**src/rtl/pfft_dout_serializer.sv**
```systemverilog
// pfft_dout_serializer
// Captures one parallel FFT output frame (2**FFT_ORDER complex samples) per
// din_valid pulse into a two-bank ping-pong buffer. Each frame is streamed out
// one sample per beat on an AXI-Stream-style master port, with tlast on the
// final sample and the stream position on tuser.
//
// Handshake: a beat transfers on a rising edge where m_axis_tvalid and
// m_axis_tready are both high. While tvalid is high and tready is low,
// tdata/tuser/tlast hold steady. din_valid has no backpressure: a frame that
// arrives while frame_ready is low is dropped and overflow is latched.
//
// Optional build macro: PFFT_BITREV_OUT_EN. When defined, the bank is read at
// bit_reverse(idx); tuser and tlast still follow the stream position idx.

module pfft_dout_serializer #(
  parameter int FFT_ORDER        = 3,
  parameter int COMPLEX_A_DWIDTH = 32
) (
  input  logic                                        aclk,
  input  logic                                        rst,
  input  logic                                        din_valid,
  input  logic [(2**FFT_ORDER)*COMPLEX_A_DWIDTH-1:0]  din_p,
  output logic                                        frame_ready,
  output logic                                        overflow,
  output logic [COMPLEX_A_DWIDTH-1:0]                 m_axis_tdata,
  output logic                                        m_axis_tvalid,
  input  logic                                        m_axis_tready,
  output logic                                        m_axis_tlast,
  output logic [FFT_ORDER-1:0]                        m_axis_tuser
);

  localparam int N  = 2**FFT_ORDER;
  localparam int W  = COMPLEX_A_DWIDTH;
  localparam int FW = N * W;
  localparam logic [FFT_ORDER-1:0] IDX_LAST = FFT_ORDER'(N - 1);

  // Read side is IDLE with no buffered frame and STREAM otherwise.
  typedef enum logic {
    IDLE   = 1'b0,
    STREAM = 1'b1
  } rd_state_t;

  rd_state_t              state;
  logic [FW-1:0]          bank [2];
  logic [1:0]             count;
  logic [1:0]             count_next;
  logic                   wr_ptr;
  logic                   rd_ptr;
  logic [FFT_ORDER-1:0]   idx;
  logic [FFT_ORDER-1:0]   raddr;
  logic [FW-1:0]          rd_frame;
  logic                   beat;
  logic                   last_beat;
  logic                   capture;

  assign beat      = m_axis_tvalid & m_axis_tready;
  assign last_beat = beat & (idx == IDX_LAST);

  // A full buffer can still take a frame in the cycle its read bank is
  // released; the write pointer already points at that bank.
  assign frame_ready = (count != 2'd2) | last_beat;
  assign capture     = din_valid & frame_ready;

  assign m_axis_tuser = idx;
  assign m_axis_tlast = m_axis_tvalid & (idx == IDX_LAST);

  // Read address: stream position, optionally bit-reversed.
`ifdef PFFT_BITREV_OUT_EN
  always_comb begin
    raddr = '0;
    for (int b = 0; b < FFT_ORDER; b++) begin
      raddr[b] = idx[FFT_ORDER-1-b];
    end
  end
`else
  always_comb begin
    raddr = idx;
  end
`endif

  // Output sample mux from the current read bank.
  always_comb begin
    rd_frame     = bank[rd_ptr];
    m_axis_tdata = rd_frame[int'(raddr)*W +: W];
  end

  // Fill level after this edge: capture and release can cancel out.
  always_comb begin
    count_next = count;
    if (capture && !last_beat) begin
      count_next = count + 2'd1;
    end else if (!capture && last_beat) begin
      count_next = count - 2'd1;
    end
  end

  // Frame storage; contents are meaningless until counted as full.
  always_ff @(posedge aclk) begin
    if (capture) begin
      bank[wr_ptr] <= din_p;
    end
  end

  // Buffer bookkeeping, read FSM and registered stream valid.
  always_ff @(posedge aclk) begin
    if (rst) begin
      state         <= IDLE;
      count         <= 2'd0;
      wr_ptr        <= 1'b0;
      rd_ptr        <= 1'b0;
      idx           <= '0;
      overflow      <= 1'b0;
      m_axis_tvalid <= 1'b0;
    end else begin
      count <= count_next;
      if (capture) begin
        wr_ptr <= ~wr_ptr;
      end
      if (beat) begin
        idx <= idx + FFT_ORDER'(1);
      end
      if (last_beat) begin
        rd_ptr <= ~rd_ptr;
      end
      if (din_valid && !frame_ready) begin
        overflow <= 1'b1;
      end
      state         <= (count_next != 2'd0) ? STREAM : IDLE;
      m_axis_tvalid <= (count_next != 2'd0);
    end
  end

endmodule

```
**config.mk**
```make
export PLATFORM = sky130hd
export DESIGN_NAME = pfft_dout_serializer
export DESIGN_NICKNAME = d
export VERILOG_FILES = /design/src/rtl/pfft_dout_serializer.sv
export SDC_FILE = /design/constraint.sdc
export NUM_CORES = 1
export LEC_CHECK = 0
export ABC_AREA = 1
export CAP_MARGIN = 20
export CORE_MARGIN = 3
export CORE_UTILIZATION = 45
export CTS_BUF_LIST = sky130_fd_sc_hd__clkbuf_4
export CTS_CLUSTER_SIZE = 20
export DETAILED_ROUTE_END_ITERATION = 6
export HOLD_SLACK_MARGIN = 0.06
export PLACE_DENSITY = 0.78
export SLEW_MARGIN = 30
export SYNTH_ARGS = -nofsm -noshare
export SYNTH_HDL_FRONTEND = slang
export SYNTH_SLANG_ARGS = --single-unit
```
**constraint.sdc**
```tcl
create_clock -name aclk -period 20.7 [get_ports aclk]
set_input_delay 4.14 -clock aclk [delete_from_list [all_inputs] [get_ports aclk]]
set_output_delay 4.14 -clock aclk [all_outputs]
set_load 0.01 [all_outputs]
```
==> Yosys cells after proc, flatten, opt, wreduce, memory -nomap -nowiden <==
Memory sizes are Yosys's and may differ from the RTL's. A register that Yosys moved wholly into a read port is not among the register bits.
Index checks and enable logic that the tools add are counted.
{ "classes": {"addsub": 3, "eq_ne": 2, "reduce_logical": 7, "n_bitwise": 7, "muxes": 6, "shift": 1} }
{ "ops": {"columns": ["op", "count"], "rows": [
  ["256-bit by 9-bit variable part select with 32-bit output", 1],
  ["1-bit bitwise AND", 4],
  ["1-bit two-way mux", 4],
  ["2-bit two-way mux", 2],
  ["3-bit by 1-bit adder with 3-bit output, second input constant", 1],
  ["3-bit == test, second input constant", 1],
  ["1-bit logical AND", 3],
  ["1-bit logical NOT", 3],
  ["2-bit by 1-bit adder with 2-bit output, second input constant", 1],
  ["2-bit inequality test, second input constant", 1],
  ["1-bit inverter", 2],
  ["2-bit nonzero test", 1],
  ["2-bit by 1-bit subtractor with 2-bit output, second input constant", 1],
  ["1-bit bitwise OR", 1]
]} }
{ "totals": {"ramBits": 512, "input_bits": 260, "word_cells": 33, "out_inout_bits": 39, "mem_count": 1, "ff_bits": 9} }
{ "memory_table": {"columns": ["name", "words", "word_bits", "rd", "rd_ports_with_merged_regs", "wr", "line", "rtl"], "rows": [
  ["bank", 2, 256, 1, 1, 1, "44", "logic [FW-1:0] bank [2];"]
]} }

==> Logic depth before layout (Yosys ltp) <==
Gate-level depths: netlist of the first run.
{ "depth": {"word_depth": 9, "depth_mapped": 10, "mapped_depth_nobuf": 9} }

==> Worst setup path before layout of the first run <==
No wires, ideal clock.
{ "synth_timing": {"path_kind": "input port to flip-flop", "from": "input m_axis_tready", "to": "memory bank[1][0] (netlist name), enable pin", "t_required_ns": 19.822, "path_slack_ns": 4.651, "path_buffers": 0, "setup_time_ns": 0.878, "arrival_time_ns": 15.171, "cell_stages": 4, "path_cell_list": "nand3_1 -> nand2_1 -> nand2_1 -> nor2_1"} }
{ "synth_between": {"elab_chain_len": 6} }
{ "synth_rtl": {"columns": ["element", "line", "rtl"], "rows": [
  ["start: declaration", "27", "input logic m_axis_tready,"],
  ["1-bit bitwise AND", "56", "assign beat = m_axis_tvalid & m_axis_tready;"],
  ["1-bit bitwise AND", "57", "assign last_beat = beat & (idx == IDX_LAST);"],
  ["1-bit bitwise OR", "61", "assign frame_ready = (count != 2'd2) | last_beat;"],
  ["net frame_ready", "23", "output logic frame_ready,"],
  ["1-bit bitwise AND", "62", "assign capture = din_valid & frame_ready;"],
  ["1-bit two-way mux", "99", "if (capture) begin"],
  ["1-bit two-way mux (implied by the code)", "100", "bank[wr_ptr] <= din_p;"],
  ["end: declaration", "44", null]
]} }
The timed path passes the listed nets, and every way through them passes these cells.

==> Final worst setup path of the first run <==
{ "layout_timing": {"from": "input m_axis_tready", "to": "output frame_ready"} }
{ "layout_between": {"elab_chain_len": 3} }
{ "layout_rtl": {"columns": ["element", "line"], "rows": [
  ["1-bit bitwise AND", "56"],
  ["1-bit bitwise AND", "57"],
  ["1-bit bitwise OR", "61"],
  ["end: declaration", "23"]
]} }
Every way passes these cells.

==> results of run 1 <==
[per-stage QoR]
stage	cell area [µm²]	setup slack (ns)	hold slack, ns	total power, mW
after floorplan	22400	4.65	0.472	1.45
after global placement	25700	11.00	0.455	1.58
after detailed placement	25700	10.96	0.460	1.60
after CTS	27500	10.96	0.473	2.52
after global routing	27500	10.87	0.494	2.61
final	27500	10.94	0.469	2.49
[worst register-to-register path, delay by kind of cell, from the launching register on]
| kind | cells | cell delay [ns] |
|---|---|---|
| adders and majority gates | 2 | 0.50 |
| buffers and inverters | 4 | 2.88 |
| DFF | 1 | 0.35 |
| and+or+nand+nor | 4 | 0.74 |
[power breakdown]
part | total (mW) | internal, mW | switching (mW)
registers | 1.26 | 1.24 | 0.0216
clock network | 0.914 | 0.499 | 0.415
logic | 0.308 | 0.124 | 0.184
total | 2.49 | 1.87 | 0.621
[sequential cells by signal, indices dropped and copies added (netlist names), named ones only]
register,count
bank,512
m_axis_tuser,3
count,2
m_axis_tvalid,1
overflow,1
rd_ptr,1
wr_ptr,1
[cell usage in the layout, fill, tap and decap left out, types with 2 or more instances in the layout]
cell and n:
nand3_1 390, edfxtp_1 512, clkinv_2 8, bufinv_16 5, dfxtp_1 6, clkbuf_4 196
ha_1 3, inv_1 392, nand2_1 683, clkinv_1 25, dfxtp_4 3, buf_4 11
inv_2 6, nor2_4 2, a21oi_1 4, nor2_1 4, buf_6 4, diode_2 11
clkdlybuf4s50_1 298, o21ai_0 3
[cell families after synthesis]
family                     count (synthesis)
xor gates and xnor gates                   1
buffers and inverters                    502
DFF                                      522
adders and majority gates                  3
AOI/OAI and AO/OA                          8
and+or+nand+nor                         1081
[per-layer routing]
metal	track usage (%)	share of wire, %	vias to the layer above
met2	36.2	48	803
met4	10.0	3.1	12
li1	-	-	7655
met1	28.2	39	7534
met3	7.60	10	127
met5	0	0.13	-
[cell type report]
class	instances	area (µm²)	share of cell area (%)
sequential	522	15600	56.6
multi-input combinational	1093	4650	16.9
timing repair buffer	315	3160	11.5
antenna	11	27.5	0.0999
tap	664	831	3.02
clock buffer	196	1470	5.34
inverter	396	1500	5.45
clock inverter	44	314	1.14
[worst paths after layout]
kind / endpoint / start / depth (start not counted) / slack, ns
hold reg to reg: overflow / overflow / 1 / 0.47
setup reg to reg: bank[1][167] / m_axis_tuser[1] / 10 / 15.77
setup / recovery: frame_ready / m_axis_tready / 4 / 10.94
hold / removal: overflow / overflow / 1 / 0.47
==> impl_metrics.env, run 1 <==
export IMPL_drv_slew=0
export IMPL_coreArea_um2=49100
export IMPL_netlist_top_cells_count="683 x nand2_1, 512 x edfxtp_1, 395 x inv_1, 390 x nand3_1, 40 x buf_2"
export IMPL_die_w_um=229
export IMPL_critPathKind="input pin to output port"
export IMPL_htree_levels=4
export IMPL_tightestPinTransition_ns=1.01
export IMPL_rsz0062_at_grt="false"
export IMPL_io_buffers=298
export IMPL_finalSetupViolCount=0
export IMPL_antenna_found_initial=16
export IMPL_min_path_type="flop to flop"
export IMPL_post_cts_setup_buffers=0
export IMPL_firstDrtPassIters=7
export IMPL_rows=81
export IMPL_finClkSkew_ns=0.0406
export IMPL_die_h_um=229
export IMPL_synth_fa_ha_area_share_pct=0.168
export IMPL_wire_per_inst_um=18.2
export IMPL_clock_sinks=522
export IMPL_async_flop_share_pct=0
export IMPL_clk_latency_ns=0.93
export IMPL_syn_to_final_growth_pct=23.0
export IMPL_crit_family="buffers and inverters"
export IMPL_finish_utilization_pct=56.1
export IMPL_synthMuxAreaShare_pct=0
export IMPL_ant_nets=0
export IMPL_grt_pass1_vias=16202
export IMPL_routabilityCongestion=0.846
export IMPL_dp_cells=2989
export IMPL_synth_simple_gate_area_share_pct=20.3
export IMPL_clkSlewWorstSetupHoldPaths_ns=0.05
export IMPL_drc=4
export IMPL_grt_max_degree=177
export IMPL_routed_via_count=16131
export IMPL_final_cells=3241
export IMPL_yosysSeqAreaShare_pct=69.5
export IMPL_crit_chain="clkdlybuf4s50_1, nand3_1, nand2_1, clkdlybuf4s50_1"
export IMPL_grt_pass1_wl_um=90200
export IMPL_p_per_area_nw_per_um2=90.3
export IMPL_dp_hpwl_um=36700
export IMPL_synth_top_cell_area_share_pct=68.7
export IMPL_crit_top_cell="clkdlybuf4s50_1"
export IMPL_fill_cells=4088
export IMPL_crit_buf_inv=2
export IMPL_syn_area_um2=22400
export IMPL_ctsHoldBuffers=0
export IMPL_synth_top_family_by_area="simple AND/OR/NAND/NOR gates"
export IMPL_synth_top_cell_by_area="edfxtp_1"
export IMPL_synth_warnings=0
export IMPL_synth_edff_count=512
export IMPL_nNetsFinal=2731
export IMPL_cts_buffer_depth=3
export IMPL_violations="DRC"
export IMPL_drt_iter0_markers=1747
export IMPL_worstPathMaxFanout=4
export IMPL_outcome="finished with violations"
export IMPL_grt_total_usage_pct=22.7
export IMPL_cap_violations=0
export IMPL_synth_fp_nets=2380
export IMPL_required_ns=16.56
export IMPL_synth_compound_area_share_pct=0.190
export IMPL_via_per_inst=4.98
export IMPL_start_util_pct=45.7
export IMPL_layout_drive_gt1_share_pct=9.43
export IMPL_cts_made_buffers=140
export IMPL_synth_flop_cell="edfxtp_1"
export IMPL_ys_seq_elements=522
export IMPL_cts_tree="yes"
export IMPL_synth_area_leaders="edfxtp_1 69%, nand2_1 11%, nand3_1 8.7%, inv_1 6.6%, buf_6 1.3%"
export IMPL_tns_ns=0
export IMPL_cts_resized=0
export IMPL_synth_xor_area_share_pct=0.0391
export IMPL_synth_area_per_cell_um2=10.6
export IMPL_wl_um=59100
export IMPL_slew_headroom_pct=33.0
export IMPL_power_leakage_nw=11.8
export IMPL_synthCells=2117
export IMPL_yosysMostFrequentCell="nand2_1"
export IMPL_crit_arrival_ns=5.62
export IMPL_synth_cell_type_count=20
export IMPL_cpPeakStageDelay_ns=0.56
export IMPL_finalCriticalPeriod_ns=9.76
export IMPL_cp_end_kind="output port"
export IMPL_start_kind="input pin"
export IMPL_ioPinCount=299
export IMPL_finalHoldViolCount=0
export IMPL_fin_crit_sh_pct=47.1
export IMPL_die_area_um2=52500
export IMPL_critPathSlowestCell="clkdlybuf4s50_1"
export IMPL_ir_worst_vdd_mv=0.0482
export IMPL_cts_root_buf="clkbuf_4"
export IMPL_gr_total_overflow=0
export IMPL_fmax_mhz=102
Note: power is estimated with default switching activity, not from simulation.
==> inputs of run 2 (changes only) <==
PLACE_DENSITY = 0.81   (was 0.78)
clock period = 8.3 ns   (was 20.7 ns; I/O delays follow)
==> impl_metrics.env, run 2 (synthesized netlist as in run 1, its figures left out) <==
export IMPL_clock_sinks=522
export IMPL_fmax_mhz=166
export IMPL_crit_family="buffers and inverters"
export IMPL_rows=81
export IMPL_htree_levels=4
export IMPL_r2r_end="bank[0][11]"
export IMPL_clkSlewWorstSetupHoldPaths_ns=0.06
export IMPL_tightestPinTransition_ns=0.989
export IMPL_ioPinCount=299
export IMPL_die_h_um=229
export IMPL_p_comb_share_pct=12.7
export IMPL_finClkSkew_ns=0.0566
export IMPL_cp_endpoint="m_axis_tdata[10]"
export IMPL_grt_pass1_vias=16242
export IMPL_switching_power_mw=1.57
export IMPL_finalHoldViolCount=0
export IMPL_crit_buf_inv=3
export IMPL_top_register="bank"
export IMPL_ant_nets=0
export IMPL_critPathKind="flop to output port"
export IMPL_p_total_mw=6.19
export IMPL_worstSetupPathDepth=9
export IMPL_cap_violations=0
export IMPL_crit_arrival_ns=4.36
export IMPL_power_leakage_nw=11.7
export IMPL_wl_um=63300
export IMPL_critPathSlowestCell="buf_4"
export IMPL_slew_headroom_pct=34.1
export IMPL_via_per_inst=5.06
export IMPL_cts_buffer_depth=3
export IMPL_worstPathMaxFanout=88
export IMPL_routabilityCongestion=0.853
export IMPL_outcome="complete, no violations"
export IMPL_drt_iter0_markers=1721
export IMPL_min_path_type="flop to flop"
export IMPL_drv_slew=0
export IMPL_routed_via_count=16365
export IMPL_clk_latency_ns=0.95
export IMPL_crit_top_cell="nand2_1"
export IMPL_die_area_um2=52500
export IMPL_cpPeakStageDelay_ns=0.87
export IMPL_layout_commonest_cell="nand2_1"
export IMPL_post_cts_setup_buffers=0
export IMPL_cts_resized=0
export IMPL_ctsHoldBuffers=0
export IMPL_clock_power_share_pct=36.5
export IMPL_grt_max_degree=173
export IMPL_dp_hpwl_um=40300
export IMPL_rsz0062_at_grt="false"
export IMPL_cts_tree="yes"
export IMPL_cts_made_buffers=137
export IMPL_fin_crit_sh_pct=72.6
export IMPL_start_kind="flop"
export IMPL_ir_worst_vdd_mv=0.113
export IMPL_drc=0
export IMPL_r2r_cells=10
export IMPL_cts_root_buf="clkbuf_4"
export IMPL_antenna_found_initial=22
export IMPL_grt_total_usage_pct=24.0
export IMPL_required_ns=6.64
export IMPL_ff2ff_setup_slack_ns=4.29
export IMPL_nNetsFinal=2729
export IMPL_largest_reg_flops=512
export IMPL_firstDrtPassIters=7
export IMPL_p_per_area_nw_per_um2=225
export IMPL_die_w_um=229
export IMPL_syn_to_final_growth_pct=22.9
export IMPL_tns_ns=0
export IMPL_layout_drive_gt1_share_pct=9.48
export IMPL_cp_end_kind="output port"
export IMPL_finish_utilization_pct=56.1
export IMPL_wire_per_inst_um=19.6
export IMPL_worstReg2RegStart="m_axis_tuser[0]"
export IMPL_grt_pass1_wl_um=94100
export IMPL_sw_frac_of_total_pct=25.3
export IMPL_internal_power_mw=4.63
export IMPL_pwr_share_seq_pct=50.8
export IMPL_finalCriticalPeriod_ns=6.02
export IMPL_finalSetupViolCount=0
export IMPL_layout_common_cells="683 x nand2_1, 512 x edfxtp_1, 393 x inv_1"
export IMPL_gr_total_overflow=0
export IMPL_coreArea_um2=49100
export IMPL_crit_chain="buf_4, buf_4, nand2_1, nand2_1, nand2_1, nand3_1, nand3_1, nand2_1, clkdlybuf4s50_1"
export IMPL_start_util_pct=45.7
export IMPL_io_buffers=298
==> run 2: cell count changes in the layout (fill, tap and decap cells not counted), moves of 3 or more <==
cell      previous run  this run
clkinv_2             8         2
buf_6                4         1
buf_4               11        14
clkinv_4             1         5
diode_2             11        15
clkinv_1            25        12
==> run 2: power by group through the flow <==
stage | Combinational [mW] | Clock (mW) | Sequential, mW
global placement | 0.760 | 0 | 3.20
detailed placement | 0.780 | 0 | 3.21
floorplan | 0.365 | 0 | 3.23
finish | 0.785 | 2.26 | 3.15
CTS | 0.784 | 2.32 | 3.15
global route | 0.849 | 2.46 | 3.16
==> run 2: worst min-delay path by stage <==
stage / start / end / slack, ns / cells after the start
5_1_grt: overflow / overflow / 0.49 / 1
6_report: overflow / overflow / 0.48 / 1
4_1_cts: overflow / overflow / 0.47 / 1
3_5_place_dp: overflow / overflow / 0.46 / 1
2_1_floorplan: rd_ptr / flop / 0.47 / 2
3_3_place_gp: overflow / overflow / 0.45 / 1
==> run 2: per-layer routing <==
metal / vias to the layer above / share of wire, % / global-route usage [%]
li1: 7634 / - / -
met4: 16 / 1.8 / 8.10
met5: - / 0.15 / 0
met1: 7776 / 40 / 30.5
met3: 102 / 10 / 8.72
met2: 837 / 48 / 38.3
==> run 2: area by class of cell <==
type                    instances  area [µm²]
repair buffers                316        3170
clock buffers                 197        1480
fillers                      4008       21500
diodes                         15        37.5
inverters                     396        1500
flip-flops and latches        522       15600
well taps                     664         831
multi-input cells            1093        4650
clock inverters                30         258
==> run 2: per-stage QoR <==
stage | hold slack [ns] | instances | area, µm² | worst slack [ns]
after detailed placement | 0.460 | 2990 | 25700 | 3.25
after CTS | 0.475 | 3217 | 27400 | 2.15
after global placement | 0.455 | 2990 | 25700 | 3.23
after floorplan | 0.472 | 2117 | 22400 | -0.936
after global routing | 0.495 | 3226 | 27500 | 1.92
final | 0.477 | 3233 | 27500 | 2.28
==> patch 1, RTL diff (config.mk and constraints of run 1) <==
The option `PFFT_BITREV_OUT_EN` is turned on by a define.
--- a/src/rtl/pfft_dout_serializer.sv
+++ b/src/rtl/pfft_dout_serializer.sv
@@ -12,4 +12,6 @@
 // Optional build macro: PFFT_BITREV_OUT_EN. When defined, the bank is read at
 // bit_reverse(idx); tuser and tlast still follow the stream position idx.
+
+`define PFFT_BITREV_OUT_EN
 
 module pfft_dout_serializer #(
Function: changed (Yosys sat finds a counterexample within 4 cycles, from zero or initial values and one cycle with rst high).
==> patch 1 against run 1 <==
Register-to-register slack worse by 0.46 ns. Sequential share of layout area increased by 0.30 points. Largest power group unchanged. Sequential cell count did not move. Critical endpoint unchanged. Area after synthesis is 0.16% higher. Setup slack lost 0.0055 ns. Total power decreased by 2.0%. Wire length rose by 1.8%. Design area shrank 0.53%.
==> patch 1: results (changes against run 1) <==
max FFs per register=512 (unchanged); Max clock buf depth=3 (unchanged); EDFF count, synth=512 (unchanged); vias in the first global route=16334 (+0.81%); DR pass1 iterations=5 (-2); fillcell total=4086 (-0.049%); post-placement cell area=25700 µm² (about the same); maximum vdd drop=0.06628 mV (+37%); FF-to-FF End=bank[1][128]; clock buffer count from CTS=137 (-2.1%); worst reg2reg setup slack=15.31 ns (-0.46 ns); H-Tree Depth=4 (unchanged); top_reg_cell synth=edfxtp_1; initial antenna violation count=12 (-4); status=finished clean; Worst Skew=0.04917 ns (+0.008600 ns); hpwl dp=38.23 mm (+4.2%); relative slew slack=0.3316 (+0.001917); commonest cells in the netlist=nand2_1, edfxtp_1, inv_1; Avg Vias per Cell=5.000 (+0.45%); crit path DAT=5.62 ns (about the same); number of instances in the placed design=2993 (+0.13%); nets@finish=2732 (+0.037%); Adder-Cell Fraction of Synth Area=0.001673 (-0.000002711); Psw=0.6194 mW (-0.21%); All-Layer GR Usage=0.2295 (+0.002631); Synth Area in XOR/XNOR=0.0003905 (-0.0000006326); worst min-delay path class=flop to flop; Port Buf Inserts=298 (unchanged); endpoint of the worst setup timing path=frame_ready; Pleak=11.69 nW (-0.59%); final std cells w/o fill=3233 (-0.25%); Detailed Route Iter0 Violations=1592 (-8.9%); fraction of layout cells with a size suffix above 1=0.08952 (-0.004787); Worst-Skew Late Latency=0.96 ns (+0.03 ns); register area share after synthesis=0.6943 (-0.001125); max incr delay on CP=0.59 ns (+0.03 ns); min setup slack post-route=10.94 ns (-0.005500 ns); largest net degree at the start of global routing=92 (-48%); top post-synthesis cells by area=edfxtp_1, nand2_1, nand3_1; GPL Wtd Cong=0.8277 (-2.1%); Clk pin slew, worst setup/hold paths=0.07 ns (+0.02 ns); Mean Syn Cell Area=10.60 µm² (+0.16%); Slowest-stage cell, CP=clkdlybuf4s50_1; DR DRC count=0 (-4); multi-input logic area=4653 µm² (unchanged); distinct cell type count after synthesis=22 (+10%); worst reg2reg path startpoint=m_axis_tuser[1]; first-pass GRT wire length=90.90 mm (+0.77%); Worst Hold Depth=1 (unchanged); critical path startpoint=m_axis_tready; Detailed Route WL=60.21 mm (+1.8%); post-synthesis compound-gate area fraction=0.001896 (-0.000003073)
[patch 1: how the worst min path moves through the flow]
stage	from	endpoint	slack [ns]
final	overflow	overflow	0.47
after global routing	overflow	overflow	0.52
after CTS	overflow	overflow	0.47
after detailed placement	overflow	overflow	0.46
after global placement	overflow	overflow	0.45
after floorplan	rd_ptr	flop	0.47
[patch 1: power groups by stage]
stage / Combinational (mW) / Sequential (mW) / Clock, mW
after global placement: 0.307 / 1.28 / 0
after CTS: 0.316 / 1.26 / 0.887
after detailed placement: 0.315 / 1.29 / 0
after global routing: 0.340 / 1.27 / 0.945
final: 0.314 / 1.26 / 0.860
after floorplan: 0.146 / 1.31 / 0
[patch 1: area by class of cell]
class / instances / share of cell area
multi-input combinational: 1093 / 0.1698
inverter: 396 / 0.05467
tap: 664 / 0.03033
antenna: 11 / 0.001005
timing repair buffer: 319 / 0.1154
clock buffer: 186 / 0.05097
sequential: 522 / 0.5690
clock inverter: 42 / 0.008860
[patch 1: cell families after synthesis]
group,Yosys count
compound gates,8
xor+xnor,1
fa+ha+maj,3
buf+inv,502
flops,522
simple gates,1081
[patch 1: layer usage]
| metal | part of all wire | track usage | vias up | wire length (µm) |
|---|---|---|---|---|
| met5 | 0.00038 | 0 | - | 23 |
| met2 | 0.50 | 0.3747 | 736 | 29810 |
| li1 | - | - | 7637 | - |
| met4 | 0.029 | 0.1020 | 4 | 1773 |
| met3 | 0.081 | 0.06157 | 114 | 4901 |
| met1 | 0.39 | 0.2883 | 7673 | 23710 |
[patch 1: critical path: cells and delay by family]
kind,cells,cell delay [ns]
buf+inv,2,1.13
simple gates,2,0.35
==> patch 2, RTL diff (settings of run 1) <==
Without the edit above. Put one more register stage on the output `overflow`, with the module's reset. The value now appears one clock later. The other outputs are not delayed to match.
--- a/src/rtl/pfft_dout_serializer.sv
+++ b/src/rtl/pfft_dout_serializer.sv
@@ -40,4 +40,6 @@
     STREAM = 1'b1
   } rd_state_t;
+
+  logic overflow_s0;
 
   rd_state_t              state;
@@ -110,5 +112,5 @@
       rd_ptr        <= 1'b0;
       idx           <= '0;
-      overflow      <= 1'b0;
+      overflow_s0   <= 1'b0;
       m_axis_tvalid <= 1'b0;
     end else begin
@@ -124,5 +126,5 @@
       end
       if (din_valid && !frame_ready) begin
-        overflow <= 1'b1;
+        overflow_s0 <= 1'b1;
       end
       state         <= (count_next != 2'd0) ? STREAM : IDLE;
@@ -131,4 +133,12 @@
   end
 
+  always_ff @(posedge aclk) begin
+    if (rst) begin
+      overflow <= '0;
+    end else begin
+      overflow <= overflow_s0;
+    end
+  end
+
 endmodule
 
Check against the original RTL: not equivalent (Yosys sat finds a counterexample within 4 cycles, from zero or initial values and one cycle with rst high).
==> patch 2 against run 1 <==
Area after synthesis grew 0.16%. Sequential cell count up 1. Design area up 0.13%. Final cell count about the same. Setup slack better by 0.040 ns. Total power down 0.17%. Hold slack got worse by 0.037 ns. Wire length grew 0.38%. Critical path type unchanged. Largest power group unchanged.
==> patch 2: results (changes against run 1) <==
status=finished clean; crit path DAT=5.58 ns (-0.04 ns); number of diodes=13 (+2); fillcell total=4056 (-0.78%); Avg Vias per Cell=4.966 (-0.22%); register area share after synthesis=0.6953 (about the same); Worst Skew=0.04148 ns (+0.0009136 ns); Register Area=15610 µm² (+0.14%); met2 Use GR=0.3506 (-0.01167); Adder-Cell Fraction of Synth Area=0.001673 (-0.000002618); CLK BUF=201 (+2.6%); NonClk Buf Share=0.1161 (+0.001442); Non-clock buffers=316 (+0.32%); Clk pin slew, worst setup/hold paths=0.07 ns (+0.02 ns); hpwl dp=36.74 mm (+0.12%); Synth Area in XOR/XNOR=0.0003905 (-0.0000006108); met3 Use GR=0.07002 (-0.005970); inverters=397 (+0.25%); grt met1 use=0.2921 (+0.009651); maximum vdd drop=0.06394 mV (+33%); power share of the sequential group=0.512 (+0.003); vias in the first global route=15743 (-2.8%); wire length on met2=28.45 mm (+0.62%); WL met1=23.55 mm (+3.0%); initial antenna violation count=18 (+2); Detailed Route Iter0 Violations=1671 (-4.4%); Pleak=11.76 nW (about the same); crit-path max FO=5 (+1); GPL Wtd Cong=0.8614 (+1.8%); Multi-Input Combinational=1094 (+0.091%); top post-synthesis cells by area=edfxtp_1, nand2_1, nand3_1; All-Layer GR Usage=0.2250 (-0.001804); relative slew slack=0.3766 (+0.04693); Detailed Route WL=59.37 mm (+0.38%); ClkCell Share=0.06320 (-0.001625); syn nets=2383 (+0.13%); nets@finish=2734 (+0.11%)
patch 2: through the flow:
| stage | std cells | cell area, µm² | hold slack [ns] | power, mW | worst slack, ns |
|---|---|---|---|---|---|
| final | 3239 | 27580 | 0.4319 | 2.482 | 10.98 |
| after detailed placement | 2992 | 25750 | 0.4264 | 1.601 | 10.99 |
| after CTS | 3224 | 27490 | 0.4363 | 2.509 | 10.99 |
| after global placement | 2991 | 25710 | 0.4205 | 1.589 | 10.99 |
| after global routing | 3237 | 27570 | 0.4497 | 2.600 | 10.91 |
| after floorplan | 2120 | 22430 | 0.4098 | 1.457 | 4.647 |
patch 2: path summary, 6_finish.rpt:
check	start	to	cells after the start
worst min register to register	overflow_s0	overflow	2
worst max register to register	m_axis_tuser[0]	bank[0][120]	9
worst min-delay path	overflow_s0	overflow	2
worst max-delay path	m_axis_tready	frame_ready	4
patch 2: worst max-delay path: stages:
cell and delay [ns]:
clkdlybuf4s50_1 0.52, nand3_1 0.18, nand2_1 0.18, clkdlybuf4s50_1 0.56
